**src/rtl/clk_div_ctrl.sv**
```systemverilog
// clk_div_ctrl: run-time controller for an integer clock divider with glitch-free reconfiguration
//   i_clk, i_rst_n          system clock, asynchronous active-low reset
//   i_en                    level-sensitive run request
//   i_cfg_valid/o_cfg_ready config handshake; i_cfg_div = period N, i_cfg_high = high phase H
//   o_cfg_err               one-cycle pulse after an invalid config was accepted and dropped
//   o_div_clk, o_tick       registered divided clock and first-high-cycle strobe
//   o_busy                  controller is not idle
module clk_div_ctrl #(
  parameter int CNT_W    = 8,
  parameter int DEF_DIV  = 6,
  parameter int DEF_HIGH = 3
) (
  input  logic             i_clk,
  input  logic             i_rst_n,
  input  logic             i_en,
  input  logic             i_cfg_valid,
  input  logic [CNT_W-1:0] i_cfg_div,
  input  logic [CNT_W-1:0] i_cfg_high,
  output logic             o_cfg_ready,
  output logic             o_cfg_err,
  output logic             o_div_clk,
  output logic             o_tick,
  output logic             o_busy
);
  typedef enum logic [1:0] {IDLE, RUN, PENDING, STOPPING} state_t;
  state_t state;
  logic [CNT_W-1:0] cnt, div, high, sdiv, shigh;
  logic pend, xfer, ok, pe;
  assign o_cfg_ready = (state == IDLE) || (state == RUN);
  assign o_busy = state != IDLE;
  assign xfer = i_cfg_valid && o_cfg_ready;
  assign ok = (i_cfg_div >= CNT_W'(2)) && (i_cfg_high != '0) && (i_cfg_high < i_cfg_div);
  assign pe = cnt == div - CNT_W'(1);
  always_ff @(posedge i_clk or negedge i_rst_n) begin
    if (!i_rst_n) begin
      state <= IDLE;
      cnt <= '0;
      div <= CNT_W'(DEF_DIV);
      high <= CNT_W'(DEF_HIGH);
      sdiv <= '0;
      shigh <= '0;
      pend <= 1'b0;
      o_div_clk <= 1'b0;
      o_tick <= 1'b0;
      o_cfg_err <= 1'b0;
    end else begin
      o_div_clk <= (state != IDLE) && (cnt < high);
      o_tick <= (state != IDLE) && (cnt == '0);
      o_cfg_err <= xfer && !ok;
      if (state == IDLE) begin
        cnt <= '0;
        if (xfer && ok) begin
          div <= i_cfg_div;
          high <= i_cfg_high;
        end
        if (i_en) state <= RUN;
      end else begin
        cnt <= pe ? '0 : cnt + CNT_W'(1);
        // only RUN accepts transfers here, so pend is clear whenever the shadow is written
        if (xfer && ok) begin
          sdiv <= i_cfg_div;
          shigh <= i_cfg_high;
          pend <= 1'b1;
        end
        // a pending shadow is committed at any period boundary, including the final one of a stop
        if (pe && pend) begin
          div <= sdiv;
          high <= shigh;
          pend <= 1'b0;
        end
        if (state == STOPPING) begin
          if (pe) state <= IDLE;
        end else if (!i_en) state <= STOPPING;
        else if (state == RUN && xfer && ok) state <= PENDING;
        else if (state == PENDING && pe) state <= RUN;
      end
    end
  end
endmodule

```
**config.mk**
```make
export PLATFORM = sky130hd
export DESIGN_NAME = clk_div_ctrl
export DESIGN_NICKNAME = d
export VERILOG_FILES = /design/src/rtl/clk_div_ctrl.sv
export SDC_FILE = /design/constraint.sdc
export NUM_CORES = 1
export LEC_CHECK = 0
export ABC_CLOCK_PERIOD_IN_PS = 3150
export BUFFER_PORTS_ARGS = -buffer_cell sky130_fd_sc_hd__buf_2
export CAP_MARGIN = 20
export CORE_MARGIN = 4
export CORE_UTILIZATION = 34
export DETAILED_ROUTE_END_ITERATION = 8
export GPL_ROUTABILITY_DRIVEN = 1
export HOLD_SLACK_MARGIN = 0.15
export PLACE_DENSITY = 0.62
export REMOVE_ABC_BUFFERS = 1
export SETUP_SLACK_MARGIN = 0.15
export SLEW_MARGIN = 0
export SYNTH_ARGS = -nofsm -noshare
export SYNTH_HDL_FRONTEND = slang
export SYNTH_SLANG_ARGS = --single-unit
```
**constraint.sdc**
```tcl
create_clock -name i_clk -period 3.15 [get_ports i_clk]
set_input_delay 0.1575 -clock i_clk [delete_from_list [all_inputs] [get_ports i_clk]]
set_output_delay 0.1575 -clock i_clk [all_outputs]
set_load 0.1 [all_outputs]
```
# ---- Yosys cells after proc, flatten, opt, wreduce, memory -nomap -nowiden
# Cells that the tools add are included.
dict set report op_classes {
  add_sub_neg 2
  mul 0
  div 0
  magnitude_cmp 3
  n_eq_ne 8
  n_shift 0
  n_mux 17
  bitwise_logic 1
  reduce_logical 23
}
# operator count
set op_table {}
lappend op_table {{$mux W8} 8}
lappend op_table {{$lt A8 B8 Y1} 2}
lappend op_table {{$mux W2} 7}
lappend op_table {{$logic_and A1 B1 Y1} 11}
lappend op_table {{$add A8 B1 Y8 const B} 1}
lappend op_table {{$eq A8 B8 Y1} 1}
lappend op_table {{$ge A8 B2 Y1 const B} 1}
lappend op_table {{$logic_not A8 Y1} 1}
lappend op_table {{$reduce_bool A8 Y1} 1}
lappend op_table {{$sub A8 B1 Y8 const B} 1}
lappend op_table {{$reduce_and A2 Y1} 3}
lappend op_table {{$reduce_bool A2 Y1} 3}
lappend op_table {{$ne A5 B1 Y1 const B} 1}
lappend op_table {{$eq A2 B2 Y1 const B} 2}
lappend op_table {{$ne A3 B3 Y1 const B} 1}
lappend op_table {{$reduce_and A3 Y1} 1}
lappend op_table {{$eq A2 B1 Y1 const B} 1}
lappend op_table {{$logic_not A2 Y1} 1}
lappend op_table {{$mux W1} 2}
lappend op_table {{$ne A2 B1 Y1 const B} 1}
lappend op_table {{$ne A2 B2 Y1 const B} 1}
lappend op_table {{$logic_not A1 Y1} 1}
lappend op_table {{$logic_or A1 B1 Y1} 1}
lappend op_table {{$not A1 Y1} 1}
dict set report word_totals {
  ff_bits 46
  latch_bits 0
  mem_bits_rw 0
  rom_bits 0
  inputBits 20
  output_inout_bits 5
  word_cells 64
  mem_count 0
}

# ---- Depth between registers and ports, before layout
dict set report logic_depth {
  word_depth 9
  depth_mapped 11
  ltp_nobuf 9
}

# ---- Worst setup path before layout
# No wires, ideal clock.
dict set report synth_path {
  path_type {reg-to-reg}
  start {reg div[2]}
  end {reg high[0]}
  setup_ns 0.082
  arrival_ns 2.336
  t_required_ns 3.068
  slack_ns 0.731
  stages_incl_launch_ff 11
  path_buffers 3
  synth_period_minus_slack_ns 2.419
  cell_sequence {dfstp_2 > buf_6 > or4_4 > nor2_4 > xnor2_1 > o21ai_1 > and4_1 > buf_4 > a31oi_4 > buf_6 > mux2_4}
}
dict set report synth_between {
  elab_chain_len 5
}
# item line
set synth_lines {}
lappend synth_lines {{from (decl)} 27} ;# logic [CNT_W-1:0] cnt, div, high, sdiv, shigh;
lappend synth_lines {{from (signal assigned)} 38} ;# div <= CNT_W'(DEF_DIV);
lappend synth_lines {{from (signal assigned)} 53} ;# div <= i_cfg_div;
lappend synth_lines {{from (signal assigned)} 67} ;# div <= sdiv;
lappend synth_lines {{$sub A8 B1 Y8} 33} ;# assign pe = cnt == div - CNT_W'(1);
lappend synth_lines {{$eq A8 B8 Y1} 33}
lappend synth_lines {{$logic_and A1 B1 Y1} 66} ;# if (pe && pend) begin
lappend synth_lines {{$reduce_bool A2 Y1 (no line)} --}
lappend synth_lines {{$reduce_and A2 Y1 (no line)} --}
lappend synth_lines {{to (signal assigned)} 39} ;# high <= CNT_W'(DEF_HIGH);
lappend synth_lines {{to (signal assigned)} 54} ;# high <= i_cfg_high;
lappend synth_lines {{to (signal assigned)} 68} ;# high <= shigh;
lappend synth_lines {{to (decl)} 27}
# Every way passes these cells.
# A chain may end at the register's enable or synchronous reset.

# ---- Final worst setup path
dict set report layout_path {
  start {reg div[0]}
  end {reg div[3]}
}
dict set report layout_between {
  elab_chain_len 5
}
# item line
set layout_lines {}
lappend layout_lines {{$sub A8 B1 Y8} 33}
lappend layout_lines {{$eq A8 B8 Y1} 33}
lappend layout_lines {{$logic_and A1 B1 Y1} 66}
lappend layout_lines {{$reduce_bool A2 Y1 (no line)} --}
lappend layout_lines {{$reduce_and A2 Y1 (no line)} --}
# Every way passes these cells.

==> impl_metrics.yaml <==
clocking:
  cts-buffers-inserted: 5
  clockBufferDepth: 2
  hold_buffers: 17
  tritoncts: "built"
  post_cts_buffers: 0
  path_clk_slew_ns: 0.09
  cts_root_buffer: "clkbuf_8"
  clk_latency_ns: 0.30
  ctsResizeCount: 0
  clock_sinks: 46
  htreeDepth: 2
floorplan:
  rows: 31
  io_pins: 25
  die_height_um: 95.8
  die_area_um2: 9190
  die_width_um: 95.8
  core_area_um2: 7370
  start_util_pct: 35.6
sta:
  tightest_slew_ns: 0.699
  min_period_ns: 2.74
  rsz0062_at_grt: "no"
  tns_ns: 0
  hold_viol_final: 0
  skew_ns: 0.00396
  setup_violations: 0
  finalMaxSlewViolations: 0
  post-route-period-util_pct: 87.1
  maxSlewHeadroom_pct: 53.4
  fmax_mhz: 365
logic_synthesis:
  async_flop_share_pct: 100
  yosysSeqAreaShare_pct: 44.1
  synth_ff_type: "dfrtp_1"
  synthMuxAreaShare_pct: 17.3
  yosys.area_share.simple_pct: 11.3
  synth_top_family_by_area: "multiplexers"
  synth_edf_count: 0
  yosys_warnings: 0
  yosys.area.top_type: "dfrtp_1"
  synth-xor-area-share_pct: 5.01
  yosys.area_share.adder_pct: 8.11
  yosysUniqueCellTypes: 47
  synth_area_um2: 2620
  syn_inst: 243
  synth_top_area_share_pct: 40.1
  synth_compound_area_share_pct: 9.06
  syn_avg_cell_area_um2: 10.8
  synthTopCellsByArea: "dfrtp_1 40%, mux2_2 9.4%, ha_1 8.1%"
  ys_ff_latch: 46
worst_setup_path:
  crit_type: "flop to flop"
  cp_data_arrival_time_ns: 2.94
  endpoint_kind: "flop"
  crit_path_start_kind: "flop"
  required_ns: 3.34
  crit_fanout: 16
grt:
  grt_use_met1_pct: 18.3
  grt_use_met3_pct: 3.75
  grt-ovfl-total: 0
  gr-max-usage-layer: "met2"
  use_met2_pct: 21.1
  grt_max_degree: 47
  grt_pass1_wl_um: 9520
  grt_pass1_vias: 1897
  antenna_found_initial: 0
  track_usage_pct: 13.8
power_and_ir_drop:
  p_int_w: 0.00165
  comb_power_share_pct: 41.0
  power.share.sequential_pct: 42.3
  leakagePower_nw: 1.59
  power.switching_w: 0.00103
  p_clk_share_pct: 16.8
  ir_drop_v: 0.000360
  power.density_nw_per_um2: 858
  swShare_pct: 38.4
detailed_routing:
  drt-wirelength-per-cell_um: 14.5
  vias: 1889
  drtAntennaViolNets: 0
  dr.pass1.iters: 4
  drtIter0Drc: 80
  drt_wl_total_um: 5570
  via_per_inst: 4.93
  drc: 0
cells_and_area:
  finalInstanceArea_um2: 3120
  nets: 320
  syn2layout_area_growth_pct: 18.8
  final_layout_size_suffix_gt1_share_pct: 22.9
  final_cells: 383
  antennaDiodeCount: 0
hold_path:
  hold_path_class: "input pin to flop"
placed_design:
  dpl-instance-area_um2: 2820
  port_buffers: 24
  gp_congestion: 0.814
  dp.cells: 357
  place_hpwl_um: 3950
run:
  drv_cap: 0
status:
  outcome: "finished, final reports clean"
[worst max-delay path: stages, from the launching register on]
cell	delay [ns]
dfrtp_1	0.43
or4_4	0.58
nor2_4	0.10
xnor2_1	0.12
o21ai_1	0.07
and4_1	0.29
a31oi_4	0.64
mux2_2	0.41
[stage by stage]
stage               setup WS, ns  total power, W  hold WS, ns  utilization, %
floorplan                  0.671         0.00195       -0.138               -
global placement           0.500         0.00218        0.378            38.2
detailed placement         0.429         0.00222        0.380            38.2
CTS                        0.411         0.00270        0.156            42.0
global route               0.171         0.00291        0.163            42.3
finish                     0.408         0.00267        0.177            42.3
[kinds of logic (layout without fill, tap and decap cells)]
logic type / count (synthesis) / count (layout)
buffers and inverters: 31 / 72
XOR/XNOR: 15 / 15
flip-flops: 46 / 46
AND/OR/NAND/NOR: 57 / 57
AO/OA/AOI/OAI: 35 / 35
adder cells (fa/ha/maj): 17 / 17
multiplexers: 42 / 42
[power by group through the flow]
stage	sequential [W]	clock, W	combinational (W)
after floorplan	0.00114	0	0.000810
after global routing	0.00117	0.000490	0.00125
after global placement	0.00113	0	0.00106
after CTS	0.00113	0.000464	0.00111
final	0.00113	0.000448	0.00110
after detailed placement	0.00114	0	0.00108
[path summary, 6_finish.rpt]
check	cells after the start	start	slack [ns]	end
min in group asynchronous	2	i_rst_n	0.30	cnt[1]$_DFF_PN0_
worst max register to register	7	div[0]$_DFFE_PN0P_	0.41	div[3]$_DFFE_PN0P_
max in group asynchronous	3	i_rst_n	2.29	high[0]$_DFFE_PN1P_
worst max-delay path	7	div[0]$_DFFE_PN0P_	0.41	div[3]$_DFFE_PN0P_
worst min register to register	1	sdiv[4]$_DFFE_PN0P_	0.51	sdiv[4]$_DFFE_PN0P_
worst min-delay path	2	i_cfg_high[3]	0.18	shigh[3]$_DFFE_PN0P_
[placed cells by master (no fill, tap or decap), types with 2 or more instances in the layout]
| cell type | n |
|---|---|
| xor2_1 | 8 |
| a21oi_1 | 7 |
| xnor2_1 | 7 |
| dfstp_2 | 4 |
| and3_1 | 3 |
| ha_1 | 17 |
| nand2_1 | 15 |
| dlygate4sd3_1 | 17 |
| nor3b_1 | 2 |
| nand2b_1 | 2 |
| clkbuf_8 | 5 |
| a21boi_0 | 2 |
| mux2i_1 | 19 |
| buf_2 | 24 |
| nand3_1 | 6 |
| a21o_1 | 3 |
| inv_1 | 20 |
| and4_1 | 2 |
| nor2_1 | 15 |
| nor4_1 | 5 |
| o21ai_0 | 8 |
| mux2_2 | 22 |
| dfrtp_1 | 42 |
| a31oi_1 | 3 |
[routing by layer]
metal	wire [µm]	up-vias	part of all wire [%]
li1	-	927	-
met2	2480	39	45
met3	235	14	4.2
met5	0	-	0
met4	170	0	3.1
met1	2680	909	48
[synth_stat cells, types with 3 or more instances]
cell / instances
a21o_1: 3
a21oi_1: 7
a31oi_1: 3
and3_1: 3
clkbuf_1: 4
dfrtp_1: 42
dfstp_2: 4
ha_1: 17
inv_1: 20
mux2_2: 22
mux2i_1: 19
nand2_1: 15
nand3_1: 6
nor2_1: 15
nor4_1: 5
o21ai_0: 8
xnor2_1: 7
xor2_1: 8
[area by class of cell]
type | instances | area, µm²
inverter | 21 | 78.8
sequential | 46 | 1160
tap | 99 | 124
multi-input combinational | 166 | 1330
fill | 715 | 4250
clock buffer | 6 | 72.6
clock inverter | 2 | 37.5
timing repair buffer | 43 | 318
[state kept, by name (all words and copies together), names as in the netlist]
register and cells:
high 8, o_cfg_err 1, pend 1, sdiv 8, shigh 8, cnt 8
state 2, o_div_clk 1, o_tick 1, div 8
(Power assumes the default switching activity.)
